File: config.mk
export PLATFORM = sky130hd
export DESIGN_NAME = sv39_walker
export DESIGN_NICKNAME = d
export VERILOG_FILES = /design/src/rtl/sv39_walker_pkg.sv /design/src/rtl/sv39_walker_pte_check.sv /design/src/rtl/sv39_walker.sv
export SDC_FILE = /design/constraint.sdc
export NUM_CORES = 1
export LEC_CHECK = 0
export ABC_CLOCK_PERIOD_IN_PS = 2700
export BUFFER_PORTS_ARGS = -buffer_cell sky130_fd_sc_hd__buf_2
export CORE_AREA = 2 2 207 209
export DETAILED_ROUTE_END_ITERATION = 10
export DIE_AREA = 0 0 209 211
export HOLD_SLACK_MARGIN = 0.06
export MAX_ROUTING_LAYER = met4
export PLACE_DENSITY_LB_ADDON = 0.12
export REMOVE_ABC_BUFFERS = 1
export SETUP_SLACK_MARGIN = 0.3
export SLEW_MARGIN = 20
export SYNTH_ARGS = -nofsm -noshare
export SYNTH_HDL_FRONTEND = slang
export SYNTH_HIERARCHICAL = 1
export SYNTH_SLANG_ARGS = --single-unit
File: constraint.sdc
create_clock -name clk -period 2.7 [get_ports clk]
set_input_delay 0.405 -clock clk [delete_from_list [all_inputs] [get_ports clk]]
set_output_delay 0.405 -clock clk [all_outputs]
set_load 0.02 [all_outputs]
File: src/rtl/sv39_walker_pkg.sv
// Shared types for the Sv39 page-table walker.
// Holds bus bundles, PTE/SATP layouts and the walker state encoding.
package sv39_walker_pkg;

    localparam logic [3:0] SATP_MODE_SV39 = 4'h8;
    localparam int         PTE_SIZE       = 8;

    typedef enum logic [1:0] {
        MSIZE1,
        MSIZE2,
        MSIZE4,
        MSIZE8
    } msize_e;

    typedef struct packed {
        logic        valid;
        logic [63:0] addr;
        msize_e      size;
        logic [7:0]  strobe;
        logic [63:0] wdata;
    } dbus_req_t;

    typedef struct packed {
        logic        data_ok;
        logic [63:0] data;
    } dbus_resp_t;

    typedef struct packed {
        logic [9:0]  rsvd;
        logic [43:0] ppn;
        logic [1:0]  rsw;
        logic        d;
        logic        a;
        logic        g;
        logic        u;
        logic        x;
        logic        w;
        logic        r;
        logic        v;
    } pte_t;

    typedef struct packed {
        logic [3:0]  mode;
        logic [15:0] asid;
        logic [43:0] ppn;
    } satp_t;

    typedef enum logic [1:0] {
        S_IDLE,
        S_BYPASS,
        S_WALK,
        S_DONE
    } state_e;

endpackage

File: src/rtl/sv39_walker_pte_check.sv
// Combinational PTE decode: leaf detection, fault and
// superpage alignment for the current walk level.
module pte_check
    import sv39_walker_pkg::*;
(
    input  pte_t       pte,
    input  logic [1:0] lvl,
    output logic       leaf,
    output logic       fault
);

    logic misalign;
    logic unused_pte;

    assign unused_pte = ^{pte.rsvd, pte.rsw, pte.d, pte.a, pte.g, pte.u};

    always_comb begin
        leaf     = pte.r | pte.x;
        misalign = ((lvl == 2'd2) && (pte.ppn[17:0] != 18'd0))
                || ((lvl == 2'd1) && (pte.ppn[8:0] != 9'd0));
        fault    = !pte.v
                || (!pte.r && pte.w)
                || (leaf && misalign)
                || (!leaf && (lvl == 2'd0));
    end

endmodule

File: src/rtl/sv39_walker.sv
// Sv39 hardware page-table walker shared by instruction and data sides,
// with bypass for machine mode / bare translation and flush handling.
module sv39_walker
    import sv39_walker_pkg::*;
#(
    parameter int RR_ARB  = 1,
    parameter int PA_BITS = 56
) (
    input  logic        clk,
    input  logic        reset,
    input  logic [63:0] satp,
    input  logic [1:0]  mode,
    input  logic        flush,
    input  logic        i_valid,
    input  logic [63:0] i_vaddr,
    output logic        i_ok,
    output logic        i_fault,
    output logic [63:0] i_paddr,
    input  logic        d_valid,
    input  logic [63:0] d_vaddr,
    output logic        d_ok,
    output logic        d_fault,
    output logic [63:0] d_paddr,
    output dbus_req_t   ptw_req,
    input  dbus_resp_t  ptw_resp,
    output logic        busy
);

    localparam logic [63:0] PA_MASK = (PA_BITS >= 64) ? {64{1'b1}}
                                    : ((64'd1 << PA_BITS) - 64'd1);

    state_e      state_q, state_d;
    logic [1:0]  lvl_q, lvl_d;
    logic        last_q, last_d;
    logic        side_q, side_d;
    logic        flush_q, flush_d;
    logic [63:0] va_q, va_d;
    logic [63:0] addr_q, addr_d;
    logic        i_ok_q, i_ok_d;
    logic        d_ok_q, d_ok_d;
    logic        fault_q, fault_d;
    logic [63:0] paddr_q, paddr_d;

    satp_t       satp_s;
    pte_t        pte;
    logic        leaf;
    logic        pte_fault;
    logic        pick;
    logic [63:0] va_sel;
    logic [8:0]  vpn_next;
    logic [63:0] leaf_pa;
    logic        unused_satp;

    assign satp_s      = satp_t'(satp);
    assign pte         = pte_t'(ptw_resp.data);
    assign unused_satp = ^satp_s.asid;

    pte_check u_pte_check (
        .pte  (pte),
        .lvl  (lvl_q),
        .leaf (leaf),
        .fault(pte_fault)
    );

    always_comb begin
        pick     = d_valid && (!i_valid || ((RR_ARB != 0) && !last_q));
        va_sel   = pick ? d_vaddr : i_vaddr;
        vpn_next = (lvl_q == 2'd2) ? va_q[29:21] : va_q[20:12];
        unique case (lvl_q)
            2'd0:    leaf_pa = {8'd0, pte.ppn, va_q[11:0]};
            2'd1:    leaf_pa = {8'd0, pte.ppn[43:9], va_q[20:0]};
            default: leaf_pa = {8'd0, pte.ppn[43:18], va_q[29:0]};
        endcase
    end

    always_comb begin
        state_d = state_q;
        lvl_d   = lvl_q;
        last_d  = last_q;
        side_d  = side_q;
        flush_d = flush_q;
        va_d    = va_q;
        addr_d  = addr_q;
        i_ok_d  = 1'b0;
        d_ok_d  = 1'b0;
        fault_d = 1'b0;
        paddr_d = 64'd0;
        unique case (state_q)
            S_IDLE: begin
                flush_d = 1'b0;
                if (i_valid || d_valid) begin
                    side_d  = pick;
                    last_d  = pick;
                    va_d    = va_sel;
                    lvl_d   = 2'd2;
                    addr_d  = {8'd0, satp_s.ppn, 12'd0}
                            + {52'd0, va_sel[38:30], 3'd0};
                    state_d = ((mode == 2'd3) || (satp_s.mode != SATP_MODE_SV39))
                            ? S_BYPASS : S_WALK;
                end
            end
            S_BYPASS: begin
                if (flush || flush_q) begin
                    state_d = S_IDLE;
                end else begin
                    state_d = S_DONE;
                    i_ok_d  = !side_q;
                    d_ok_d  = side_q;
                    paddr_d = va_q;
                end
            end
            S_WALK: begin
                if (flush) flush_d = 1'b1;
                // The read in flight must retire before we abandon the walk.
                if (ptw_resp.data_ok) begin
                    if (flush || flush_q) begin
                        state_d = S_IDLE;
                    end else if (pte_fault || leaf) begin
                        state_d = S_DONE;
                        i_ok_d  = !side_q;
                        d_ok_d  = side_q;
                        fault_d = pte_fault;
                        paddr_d = pte_fault ? 64'd0 : (leaf_pa & PA_MASK);
                    end else begin
                        addr_d = {8'd0, pte.ppn, 12'd0}
                               + {52'd0, vpn_next, 3'd0};
                        lvl_d  = lvl_q - 2'd1;
                    end
                end
            end
            S_DONE: begin
                state_d = S_IDLE;
            end
        endcase
    end

    always_ff @(posedge clk or negedge reset) begin
        if (!reset) begin
            state_q <= S_IDLE;
            lvl_q   <= 2'd2;
            last_q  <= 1'b1;
            side_q  <= 1'b0;
            flush_q <= 1'b0;
            va_q    <= 64'd0;
            addr_q  <= 64'd0;
            i_ok_q  <= 1'b0;
            d_ok_q  <= 1'b0;
            fault_q <= 1'b0;
            paddr_q <= 64'd0;
        end else begin
            state_q <= state_d;
            lvl_q   <= lvl_d;
            last_q  <= last_d;
            side_q  <= side_d;
            flush_q <= flush_d;
            va_q    <= va_d;
            addr_q  <= addr_d;
            i_ok_q  <= i_ok_d;
            d_ok_q  <= d_ok_d;
            fault_q <= fault_d;
            paddr_q <= paddr_d;
        end
    end

    always_comb begin
        i_ok           = i_ok_q && !flush;
        d_ok           = d_ok_q && !flush;
        i_fault        = i_ok && fault_q;
        d_fault        = d_ok && fault_q;
        i_paddr        = i_ok ? paddr_q : 64'd0;
        d_paddr        = d_ok ? paddr_q : 64'd0;
        busy           = (state_q != S_IDLE);
        ptw_req.valid  = (state_q == S_WALK);
        ptw_req.addr   = addr_q;
        ptw_req.size   = MSIZE8;
        ptw_req.strobe = 8'd0;
        ptw_req.wdata  = 64'd0;
    end

endmodule

After elaboration in Yosys (flattened, before gate mapping). Cells that the tools add are included.

Bits in registers: 202.

Add/sub/neg operators: 3. Eq/ne operators: 13. Muxes and demuxes: 44. Bitwise logic cells: 1. Reductions and logical operators: 36.

Operators by type and width (number): $mux 64 (8); $pmux 64 s2 (2); $mux 56 (4); $add 56x12->57 (2); $pmux 30 s2 (1); $mux 2 (10); $reduce_bool 18->1 (1); $mux 1 (13); $logic_and 1x1->1 (10); $logic_or 1x1->1 (9); $mux 9 (1); $reduce_bool 9->1 (1); $eq 2x2->1 const B (4); $ne 2x2->1 const B (4); $pmux 2 s4 (1); $logic_not 1->1 (7); $pmux 1 s2 (3); $reduce_and 5->1 (1); $eq 2x1->1 const B (2); $logic_not 2->1 (2); $ne 4x4->1 const B (1); $pmux 2 s2 (1); $reduce_and 2->1 (2); $reduce_bool 2->1 (2); other kinds (5) (5).

Longest topological paths before layout. Gate-level depths: netlist of run 1.

Depth after elaboration: 11. Depth in mapped cells: 9. Gate-level depth less buffers: 8.

Modules after synthesis. Netlist of run 1, hierarchy kept.

By module, submodules not included: sv39_walker (times used 1, cells each 925, area each 10039.6 µm²); pte_check (times used 1, cells each 16, area each 86.3 µm²).

Worst setup path after synthesis of run 1. OpenSTA, ideal clock, no wires.

Path type: in2reg. From: input port ptw_resp[12] (netlist bit). To: register addr_q[15]. Arrival: 2.451 ns. Required time: 2.575 ns. Setup slack: 0.124 ns. Stages: 9. Path buffers: 1. Path through: nor4_1 -> nand3_1 -> o2111ai_1 -> o2111ai_1 -> nor2_1 -> nand3_1 -> a21oi_2 -> buf_2 -> mux2_2.

Longest elaborated chain between the ends: 9.

Ends and longest elaborated chain: start: declaration (RTL line sv39_walker.sv:25) `input dbus_resp_t ptw_resp,`; $reduce_bool 18->1 / $reduce_bool 9->1 (equally long branches) (RTL line sv39_walker_pte_check.sv:19, sv39_walker_pte_check.sv:20); $logic_and 1x1->1 (on tied branches) (RTL line sv39_walker_pte_check.sv:19, sv39_walker_pte_check.sv:20); $logic_or 1x1->1 (*) (RTL line sv39_walker_pte_check.sv:20) `|| ((lvl == 2'd1) && (pte.ppn[8:0] != 9'd0));`; $logic_and 1x1->1 (*) (RTL line sv39_walker_pte_check.sv:23) `|| (leaf && misalign)`; $logic_or 1x1->1 (*) (RTL line sv39_walker_pte_check.sv:23); $logic_or 1x1->1 (*) (RTL line sv39_walker_pte_check.sv:24) `|| (!leaf && (lvl == 2'd0));`; named net pte_fault (RTL line sv39_walker.sv:47) `logic pte_fault;`; $logic_or 1x1->1 (*) (RTL line sv39_walker.sv:118) `end else if (pte_fault || leaf) begin`; $ne 2x2->1 (no line) (*); $reduce_and 5->1 (no line) (*); end signal: assignment (RTL line sv39_walker.sv:157) `addr_q <= addr_d;`; end: declaration (RTL line sv39_walker.sv:38) `logic [63:0] addr_q, addr_d;`.

The timed path passes the listed nets; every way through them passes the cells marked *. The select of a mux whose other input is x is not followed. A chain may end at the register's enable or synchronous reset.

Final worst setup path of run 1.
From: input port ptw_resp[19] (netlist bit). To: register addr_q[51].

Longest elaborated chain between the ends: 9.

Ends and longest elaborated chain: $reduce_bool 18->1 (RTL line sv39_walker_pte_check.sv:19) `misalign = ((lvl == 2'd2) && (pte.ppn[17:0] != 18'd0))`; $logic_and 1x1->1 (RTL line sv39_walker_pte_check.sv:19); $logic_or 1x1->1 (RTL line sv39_walker_pte_check.sv:20); $logic_and 1x1->1 (RTL line sv39_walker_pte_check.sv:23); $logic_or 1x1->1 (RTL line sv39_walker_pte_check.sv:23); $logic_or 1x1->1 (RTL line sv39_walker_pte_check.sv:24); named net pte_fault (RTL line sv39_walker.sv:47); $logic_or 1x1->1 (RTL line sv39_walker.sv:118); $ne 2x2->1 (no line); $reduce_and 5->1 (no line).

The timed path passes the listed nets, and every way through them passes these cells. The select of a mux whose other input is x is not followed.

==> impl_metrics.py, run 1 <==
metrics = {
    "sta": {
        "rsz0062_at_grt": "true",
        "fin_crit_ps": 2310,
        "setup_viol": 0,
        "fmax_mhz": 432,
        "finalSetupTns_ps": 0,
        "worstMarginPinSlew_ps": 848,
        "fin_crit_sh_pct": 85.7,
        "finalWorstSetupSlack_ps": 387,
        "maxSlewViolCount": 0,
        "finClkSkew_ps": 11.2,
        "hold_viol_final": 0,
        "slew_headroom_pct": 43.2,
    },
    "place": {
        "place.gp.congestion": 0.758,
        "dp_slack_ps": -429,
        "io_buffers": 418,
        "post-dp-hpwl_um": 27900,
        "placement.cell_area_um2": 12800,
        "placed_cells_incl_taps": 1875,
    },
    "setup_path": {
        "required_ps": 3030,
        "cpLargestDelayFamily": "simple AND/OR/NAND/NOR gates",
        "critical_path_peak_fanout": 18,
        "critPathCaptureType": "flop",
        "crit_path_start_kind": "input port",
        "crit_chain": "buf_2 > nor4_4 > buf_4 > nand3_1 > o2111ai_2 > o2111ai_2 > nor2_2 > nand3_2 > a21oi_4 > buf_12 > buf_16 > mux2_2",
        "cp_slowest_cell": "mux2_2",
        "arrival_ps": 2640,
        "max_stage_delay_ps": 350,
        "critPathKind": "input port to flop",
        "cp_num_buf_inv": 4,
        "crit_top_cell": "o2111ai_2",
    },
    "synthesis": {
        "syn_inst": 941,
        "synthesis.area_um2": 10100,
        "seq_area_frac_synth_pct": 47.2,
        "ys.warnings.count": 6,
        "synth_simple_gate_area_share_pct": 14.5,
        "synth-seq-cells": 191,
        "synth_top_cell_by_area": "dfrtp_1",
        "synth_edf_count": 0,
        "synth_top_family_by_area": "multiplexers",
        "synth_mux_area_share_pct": 18.3,
        "synthFlopType": "dfrtp_1",
        "avgSynthCellArea_um2": 10.8,
        "synth_common_cells": "189 x dfrtp_1, 138 x and2_1, 99 x mux2_2",
        "ys_types": 44,
        "synth_fa_ha_area_share_pct": 0.741,
        "yosysMostFrequentCell": "dfrtp_1",
        "synth_xor_area_share_pct": 0,
        "synth_top_cells_by_area": "dfrtp_1 47%, mux2_2 11%, and2_1 8.5%",
        "synth-async-reset-ratio_pct": 100,
        "synth_compound_area_share_pct": 9.51,
        "synth_top_area_share_pct": 46.7,
    },
    "detailed_routing": {
        "finalWirelength_um": 36200,
        "wl_per_cell_um": 18.9,
        "drc": 0,
        "drt-initial-drc-count": 319,
        "drtAntennaViolNets": 0,
        "vias": 8130,
        "vias_per_cell": 4.25,
        "dr.pass1.iters": 5,
    },
    "floorplan": {
        "io_pins": 536,
        "fp.dieH_um": 211,
        "core_area_um2": 41800,
        "dieArea_um2": 44100,
        "fp-row-count": 75,
        "initial_utilization_pct": 24.2,
        "die_x_um": 209,
    },
    "clocking": {
        "cts_buffers": 17,
        "cts_htree_levels": 4,
        "clk_pin_slew_ps": 70,
        "cts_max_path_buffers": 2,
        "clkSinkCount": 191,
        "clock_latency_ps": 440,
        "cts-root-buf": "clkbuf_16",
        "cts_tree": "done",
    },
    "flow_run": {
        "max-cap-violations": 0,
    },
    "global_routing": {
        "grt_pass1_wl_um": 53800,
        "grt_remaining_overflow": 0,
        "grt_pass1_vias": 8489,
        "track_usage_pct": 17.0,
        "antenna_found_initial": 7,
        "grt_max_degree": 87,
    },
    "power_and_ir_drop": {
        "cellLeakagePower_nw": 6.95,
        "power_density_nw_per_um2": 908,
        "vdd_ir_drop_max_uv": 416,
        "p_total_mw": 12.2,
    },
    "finish": {
        "num-fill-cells": 4413,
        "fin_cells": 1913,
        "drive_above_1_share_pct": 45.4,
        "syn_to_final_growth_pct": 32.8,
        "final_nets": 1627,
        "fin_area_um2": 13500,
    },
    "hold_path": {
        "hp-class": "input port to flop",
    },
    "status": {
        "status": "finished, final reports clean",
    },
}
[state kept, by name (all words and copies together), names as in the netlist, 2 cells and up]
name,count
va_q,64
state_q,2
addr_q,53
lvl_q,2
paddr_q,64
[final cells by class]
class | count | area (um2) | area share, %
Sequential cell | 191 | 4780 | 35.6
Tap cell | 539 | 674 | 5.01
Clock inverter | 9 | 83.8 | 0.623
Antenna cell | 5 | 12.5 | 0.0930
Timing Repair Buffer | 461 | 2580 | 19.2
Multi-Input combinational cell | 669 | 4770 | 35.4
Inverter | 17 | 63.8 | 0.474
Clock buffer | 22 | 484 | 3.60
[final timing paths]
check | startpoint | to | slack [ps] | cells past startpoint
worst max register to register | lvl_q[1]$_DFFE_PN1P_ | addr_q[51]$_DFFE_PN0P_ | 440 | 9
worst min-delay path | ptw_resp[46] | paddr_q[48]$_DFF_PN0_ | 190 | 2
max in group asynchronous | reset | last_q$_DFFE_PN1P_ | 1470 | 3
worst max-delay path | ptw_resp[19] | addr_q[51]$_DFFE_PN0P_ | 390 | 12
worst min register to register | side_q$_DFFE_PN0P_ | i_ok_q$_DFF_PN0_ | 450 | 1
min in group asynchronous | reset | va_q[3]$_DFFE_PN0P_ | 500 | 2
[metrics by stage]
stage          util (%)  hold slack (ps)
2_1_floorplan         -              109
3_3_place_gp       30.6              394
3_5_place_dp       30.6              399
4_1_cts            32.1              158
5_1_grt            32.2              169
6_report           32.2              188
[power by group]
| group | switching (mW) | internal [mW] |
|---|---|---|
| Sequential | 0.691 | 4.01 |
| Clock | 1.17 | 1.37 |
| Combinational | 2.87 | 2.11 |
| Total | 4.73 | 7.48 |
[cell usage in the layout (no fill, tap or decap), drive strengths merged, types with 18 or more instances in the layout]
cell type	n
a22o	37
conb	85
clkbuf	22
nand2	79
buf	460
inv	18
o21ai	74
mux2	99
mux2i	74
dfrtp	189
and2	138
[kinds of logic after synthesis]
| family | Yosys count |
|---|---|
| AOI/OAI and AO/OA | 141 |
| muxes | 173 |
| DFF | 191 |
| other | 2 |
| buffers and inverters | 164 |
| and+or+nand+nor | 264 |
| adders and majority gates | 6 |
[repair_timing]
item	4_1_cts	5_1_grt
pin swaps	1	1
setup buffers	1	0
setup endpoints to repair	105	74
gates resized for setup	3	11
hold endpoints to repair	54	0
hold buffers	1	0
[routing by layer]
metal / vias to the layer above / wire length [um] / global-route usage, %
met2: 292 / 19500 / 30.9
li1: 3879 / - / -
met4: 0 / 350 / 3.82
met5: - / 0 / -
met1: 3944 / 14800 / 19.4
met3: 15 / 1620 / 3.20
No activity file was read; power rests on OpenSTA's default activity.
==> run 2: changes to the inputs <==
Settings changed: GPL_ROUTABILITY_DRIVEN set to 0, RECOVER_POWER set to 50.
==> run 2 against run 1 <==
  * The flow now finishes with violations (capacitance limit, slew limit)
  * Hold slack gained 0.97 ps
  * Clock-buffer cell count is the same
  * Cell area shrank 0.79%
  * Sequential share of layout area grew 0.28 points
  * Clock skew shrank 0.64 ps
  * Flip-flop and latch count is the same
  * Global-route usage is the same
  * Sequential power is essentially flat
  * Die area is the same
  * Register-to-register slack lost 40 ps
==> impl_metrics.py, run 2 (synthesis results as in run 1) <==
metrics = {
    "status": {
        "status": "finished, violations left",
        "violations": "capacitance limit, slew limit",
    },
    "setup_path": {
        "cpLargestDelayFamily": "simple AND/OR/NAND/NOR gates",
        "rr_endpoint": "addr_q[51]$_DFFE_PN0P_",
        "reg2regPathDepth": 9,
        "critPathKind": "input port to flop",
        "arrival_ps": 2680,
        "rrSetupSlack_ps": 400,
        "required_ps": 3030,
        "cp-startpoint": "ptw_resp[19]",
        "cp.depth": 12,
        "max_stage_delay_ps": 350,
        "critical_path_peak_fanout": 18,
        "timing.rr.start": "lvl_q[1]$_DFFE_PN1P_",
        "crit_path_start_kind": "input port",
        "cp_num_buf_inv": 4,
        "crit_chain": "buf_2 > nor4_4 > buf_4 > nand3_1 > o2111ai_2 > o2111ai_1 > nor2_2 > nand3_2 > a21oi_4 > buf_12 > buf_16 > mux2_2",
        "cp_slowest_cell": "mux2_2",
        "endpoint": "addr_q[51]$_DFFE_PN0P_",
        "critPathCaptureType": "flop",
    },
    "power_and_ir_drop": {
        "pwr-share-clk_pct": 21.0,
        "power.share.combinational_pct": 40.1,
        "p_int_mw": 7.36,
        "cellLeakagePower_nw": 6.79,
        "power_density_nw_per_um2": 906,
        "swShare_pct": 39.2,
        "vdd_ir_drop_max_uv": 416,
        "seqPwrFrac_pct": 38.9,
        "switching_power_mw": 4.73,
    },
    "global_routing": {
        "grt_pass1_wl_um": 53800,
        "grt_remaining_overflow": 0,
        "grt_max_degree": 87,
        "antenna_found_initial": 7,
        "track_usage_pct": 17.0,
        "grt_pass1_vias": 8489,
    },
    "finish": {
        "final_cell_mix": "364 x buf_2, 189 x dfrtp_1, 138 x and2_1, 99 x mux2_2, 85 x conb_1",
        "reg.largest.list": "paddr_q (64), va_q (64), addr_q (53)",
        "final_nets": 1627,
        "seqCellArea_um2": 4780,
        "drive_above_1_share_pct": 41.2,
        "multi_input_area_um2": 4750,
        "num-fill-cells": 4429,
        "syn_to_final_growth_pct": 31.8,
        "final_common_cell": "buf_2",
    },
    "detailed_routing": {
        "dr.pass1.iters": 5,
        "drc": 0,
        "finalWirelength_um": 36200,
        "vias": 8133,
        "vias_per_cell": 4.25,
        "drtAntennaViolNets": 0,
        "drt-initial-drc-count": 315,
        "wl_per_cell_um": 18.9,
    },
    "floorplan": {
        "core_area_um2": 41800,
        "initial_utilization_pct": 24.2,
        "dieArea_um2": 44100,
        "io_pins": 536,
        "fp-row-count": 75,
        "die_x_um": 209,
        "fp.dieH_um": 211,
    },
    "sta": {
        "finClkSkew_ps": 10.5,
        "fmax_mhz": 424,
        "fin_crit_ps": 2360,
        "slew_headroom_pct": -15.3,
        "hold_viol_final": 0,
        "maxSlewViolCount": 59,
        "finalSetupTns_ps": 0,
        "rsz0062_at_grt": "true",
        "finalWorstSetupSlack_ps": 343,
        "fin_crit_sh_pct": 87.3,
        "worstMarginPinSlew_ps": 1730,
        "setup_viol": 0,
    },
    "clocking": {
        "cts_htree_levels": 4,
        "cts_max_path_buffers": 2,
        "cts-root-buf": "clkbuf_16",
        "cts_buffers": 17,
        "cts_tree": "done",
        "clkSinkCount": 191,
        "clock_latency_ps": 440,
        "clk_pin_slew_ps": 70,
    },
    "flow_run": {
        "max-cap-violations": 1,
    },
    "hold_path": {
        "hp-class": "input port to flop",
    },
    "place": {
        "dp_slack_ps": -429,
        "io_buffers": 418,
        "post-dp-hpwl_um": 27900,
    },
}
run 2: changes by cell type in the layout (fill, tap and decap cells not counted), moves of 2 or more:
| cell | change |
|---|---|
| buf_2 | -53 |
| clkbuf_2 | +2 |
| buf_4 | -3 |
| clkbuf_1 | +55 |
run 2: cell type report:
type | instances | share of cell area, %
tap | 539 | 5.05
clock inverter | 9 | 0.628
inverter | 17 | 0.478
multi-input combinational | 669 | 35.6
clock buffer | 22 | 3.63
antenna | 5 | 0.0938
timing repair buffer | 461 | 18.7
sequential | 191 | 35.8
run 2: stage by stage:
stage          hold WS [ps]  util (%)  power (mW)  area, um2  std cells
2_1_floorplan           109         -        7.74       9530        877
3_3_place_gp            394      30.6        9.72      12800       1875
3_5_place_dp            399      30.6        9.80      12800       1875
4_1_cts                 158      32.1        12.5      13400       1908
5_1_grt                 169      32.0        13.0      13300       1913
6_report                189      32.0        12.1      13300       1913
run 2: timing repair:
item                                   CTS  global route
endpoints found under the hold margin   54             0
hold buffers                             1             0
setup endpoints to repair              105            74
buffers inserted                         1             0
gates resized for setup                  3            11
gates cloned                             0             0
pin swaps                                1             1
run 2: power by group through the flow:
stage	logic [mW]	registers (mW)	clock network, mW
after floorplan	2.70	5.04	0
after global placement	4.98	4.74	0
after detailed placement	5.04	4.77	0
after CTS	5.10	4.73	2.64
after global routing	5.36	4.88	2.74
final	4.84	4.71	2.54
run 2: layer usage:
layer | up-vias | GRT usage (%) | wire [um]
met5 | - | - | 0
met1 | 3951 | 19.4 | 14600
li1 | 3877 | - | -
met2 | 292 | 30.9 | 19700
met4 | 0 | 3.82 | 287
met3 | 13 | 3.20 | 1720
run 2: how the worst min path moves through the flow:
stage | from | to | slack (ps) | cells past startpoint
finish | ptw_resp[46] | paddr_q[48]$_DFF_PN0_ | 190 | 2
global route | ptw_resp[46] | paddr_q[48]$_DFF_PN0_ | 170 | 2
CTS | ptw_resp[46] | paddr_q[48]$_DFF_PN0_ | 160 | 2
detailed placement | reset | va_q[3]$_DFFE_PN0P_ | 400 | 1
global placement | reset | va_q[3]$_DFFE_PN0P_ | 390 | 1
floorplan | reset | addr_q[10]$_DFFE_PN0P_ | 110 | 0
